[config.mk]
export PLATFORM = sky130hd
export DESIGN_NAME = example_module
export DESIGN_NICKNAME = d
export VERILOG_FILES = /design/src/rtl/example_pkg.sv /design/src/rtl/example_pipe_reg.sv /design/src/rtl/example_module.sv
export SDC_FILE = /design/constraint.sdc
export NUM_CORES = 1
export LEC_CHECK = 0
export CORE_AREA = 4 4 41 43
export DETAILED_ROUTE_END_ITERATION = 10
export DIE_AREA = 0 0 45 47
export GPL_ROUTABILITY_DRIVEN = 0
export PLACE_DENSITY = 0.39
export RECOVER_POWER = 100
export SETUP_SLACK_MARGIN = 0.3
export SLEW_MARGIN = 25
export SYNTH_ARGS = -nofsm -noshare
export SYNTH_HDL_FRONTEND = slang
export SYNTH_SLANG_ARGS = --single-unit
[constraint.sdc]
create_clock -name clk -period 0.8 [get_ports clk]
set_input_delay 0.08 -clock clk [delete_from_list [all_inputs] [get_ports clk]]
set_output_delay 0.08 -clock clk [all_outputs]
set_load 0.03 [all_outputs]
[src/rtl/example_pkg.sv]
// example_pkg
// Shared constants and types for the example_module catalog element.
//   EX_WIDTH_DEFAULT : default operand/result width
//   EX_LATENCY_MAX   : largest supported pipeline depth
//   ex_word_t        : operand word at the default width
package example_pkg;

    localparam int EX_WIDTH_DEFAULT = 4;
    localparam int EX_LATENCY_MAX   = 4;

    typedef logic [EX_WIDTH_DEFAULT-1:0] ex_word_t;

endpackage : example_pkg

[src/rtl/example_pipe_reg.sv]
// example_pipe_reg
// One WIDTH-bit pipeline register with asynchronous active-low clear.
// Ports:
//   clk   : rising-edge clock
//   rst_n : asynchronous active-low clear, q -> 0
//   d     : data in
//   q     : registered data out
module example_pipe_reg
    import example_pkg::*;
#(
    parameter int WIDTH = EX_WIDTH_DEFAULT
) (
    input  logic             clk,
    input  logic             rst_n,
    input  logic [WIDTH-1:0] d,
    output logic [WIDTH-1:0] q
);

    always_ff @(posedge clk or negedge rst_n) begin
        if (!rst_n) begin
            q <= '0;
        end else begin
            q <= d;
        end
    end

endmodule : example_pipe_reg

[src/rtl/example_module.sv]
// example_module
// Registered unsigned adder: C = A + B delayed by LATENCY register stages.
// A new operand pair is accepted every clock; there is no stall or handshake.
// Parameters:
//   WIDTH   : operand/result width (>= 1)
//   LATENCY : register stages from A/B to C (1..EX_LATENCY_MAX)
// Ports:
//   clk   : rising-edge clock
//   rst_n : asynchronous active-low reset, clears every stage and C
//   A, B  : unsigned operands
//   C     : registered sum
// Build option:
//   EXAMPLE_MODULE_SAT_EN : when defined the sum saturates at 2^WIDTH-1
//                           instead of wrapping; latency is unchanged.
module example_module
    import example_pkg::*;
#(
    parameter int WIDTH   = EX_WIDTH_DEFAULT,
    parameter int LATENCY = 1
) (
    input  logic             clk,
    input  logic             rst_n,
    input  logic [WIDTH-1:0] A,
    input  logic [WIDTH-1:0] B,
    output logic [WIDTH-1:0] C
);

    generate
        if (WIDTH < 1 || LATENCY < 1 || LATENCY > EX_LATENCY_MAX) begin : g_bad_param
            $error("example_module: WIDTH must be >= 1 and LATENCY must be 1..%0d",
                   EX_LATENCY_MAX);
        end
    endgenerate

    logic [WIDTH-1:0] sum_next;

`ifdef EXAMPLE_MODULE_SAT_EN
    logic [WIDTH:0] sum_full;

    // Clamp ahead of the first register so saturation costs no extra stage.
    assign sum_full = {1'b0, A} + {1'b0, B};
    assign sum_next = sum_full[WIDTH] ? {WIDTH{1'b1}} : sum_full[WIDTH-1:0];
`else
    // Carry-out is dropped: modulo 2^WIDTH.
    assign sum_next = A + B;
`endif

    // stage[0] is the combinational sum; stage[LATENCY] is the last register.
    logic [LATENCY:0][WIDTH-1:0] stage;

    assign stage[0] = sum_next;

    genvar k;
    generate
        for (k = 0; k < LATENCY; k++) begin : g_stage
            example_pipe_reg #(
                .WIDTH (WIDTH)
            ) u_reg (
                .clk   (clk),
                .rst_n (rst_n),
                .d     (stage[k]),
                .q     (stage[k+1])
            );
        end
    endgenerate

    assign C = stage[LATENCY];

endmodule : example_module

==> run metrics <==
outcome complete, but fails checks; violated checks negative setup slack; max incr delay on CP 0.39 ns; drt first pass iters 1; setup ws final -0.0371 ns; # DRC 0; Worst Path Arrival 0.76 ns; Leakage 0.199 nW; antenna cell count 0; Final Max Slew Viols 0; sequential area share after synthesis 50.0%; net count after synthesis 27; synth-to-layout area growth 116%; die area 2120 um^2; Via Count 172; Tcrit/Tclk final 105%; CTS Buf Count 3; Top delay family on crit path flip-flops; GRT overflow 0; num ports 14; total number of H-tree levels 1; Finished Core Util 33.3%; vias in the first global route 197; Mean Syn Cell Area 15.4 um^2; Hold Fails Final Rpt 0; Worst Path Class, Setup reg2out; Placeable Area 1300 um^2; Tightest Pin Transition 0.180 ns; initial antenna violation count 0; Root Buffer clkbuf_4; Fillers 139; Power Dens Cells 1810 nW/um^2; cts hold-fix bufs 0; Mapped Cells 13; Worst-path clk slew 0.04 ns; Initial Util 15.4%; number of distinct library cells after synthesis 7; CP cell instances buf_6; WP buf/inv 1; Worst Hold Class in2reg; Max Clock Freq 1.19 GHz; clock sinks 4; Avg WL per Cell 9.51 um; CTS tree done; WP data required 0.72 ns; DRT antenna net count 0; first-pass GRT wire length 759 um; clk buf depth 2; largest net degree at the start of global routing 5; slew margin rel. 88.0%; CP Capture Type output pin; DR iter-0 viols 0; WHS 0.0660 ns; Largest regs g_stage.u_reg.q x4; layout cells sized above 1 56.3%; die height 47 um; startpoint class of the critical path flop; Biggest register g_stage.u_reg.q; die width 45 um; Rows 13; Vias/cell 3.66; Ys Warns 0; Synth Cell Area 200 um^2; GRT Util Overall 5.64%; RSZ-0062 raised after global routing true; crit-path max FO 1; Nets 47; max-cap violations 0; max reg flops 4; Slowest cell on crit path dfrtp_2; setup_tns -0.106 ns; Port Buf Inserts 13; DRT Wirelength 447 um; fin crit period 0.837 ns; Setup violations, final 4; maximum VDD drop 523 uV; synthesized flop and latch total 4
[cells in the final DEF (no fill, tap or decap), drive strengths merged]
cell and n:
xor2 2, dfrtp 4, dlygate4sd2 1, buf 9, a21o 1, clkbuf 5, clkdlybuf4s15 2, ha 3
dlymetal6s2s 1, dlygate4sd3 1, xnor2 1, a21oi 1, fa 1
[cells by family after synthesis]
family | Yosys count | synth area share, %
DFF | 4 | 50.0
adders and majority gates | 4 | 28.8
xor gates and xnor gates | 3 | 13.1
AOI/OAI and AO/OA | 2 | 8.13
[per-layer routing]
| metal | up-vias | global-route usage [%] | routed length (um) |
|---|---|---|---|
| met5 | - | 0 | 0 |
| met4 | 0 | 5.26 | 0 |
| met3 | 0 | 4.60 | 62 |
| met2 | 10 | 8.76 | 231 |
| met1 | 80 | 4.39 | 153 |
| li1 | 82 | - | - |
[area by class of cell]
type	instances	area, um^2	area share, %
clock buffers	4	26.3	6.07
multi-input cells	9	124	28.6
flip-flops and latches	4	104	24.0
well taps	15	18.8	4.34
repair buffers	15	160	37.0
[synth_stat cells]
master   n  area [um^2]
ha_1     3         37.5
fa_1     1         20.0
xnor2_1  1         8.76
dfrtp_1  4          100
a21o_1   1         7.51
a21oi_2  1         8.76
xor2_1   2         17.5
[repair_timing]
item	4_1_cts	5_1_grt
pin swaps	9	5
setup buffers	0	0
setup endpoints to repair	8	7
gates resized for setup	33	4
[final timing paths]
kind	endpoint	cells after the start	slack, ns	startpoint
min in group asynchronous	g_stage[0].u_reg.q[1]	1	0.11	rst_n
hold / removal	g_stage[0].u_reg.q[0]	2	0.07	A[0]
setup / recovery	C[1]	1	-0.04	g_stage[0].u_reg.q[1]
max in group asynchronous	g_stage[0].u_reg.q[3]	1	0.50	rst_n
[where the power goes]
group / switching, mW / leakage, nW / internal, mW
clock: 0.0806 / 0.0150 / 0.187
combinational: 0.123 / 0.140 / 0.138
sequential: 0.0142 / 0.0436 / 0.239
total: 0.218 / 0.199 / 0.564
[metrics by stage]
stage	total power, mW	instance area, um^2	setup slack, ns	instances
6_report	0.782	433	-0.0371	47
5_1_grt	0.842	433	-0.0673	47
4_1_cts	0.812	452	-0.0443	47
3_5_place_dp	0.492	373	-0.553	43
3_3_place_gp	0.493	373	-0.528	43
2_1_floorplan	0.370	219	-0.0250	13
(Power assumes the default switching activity.)
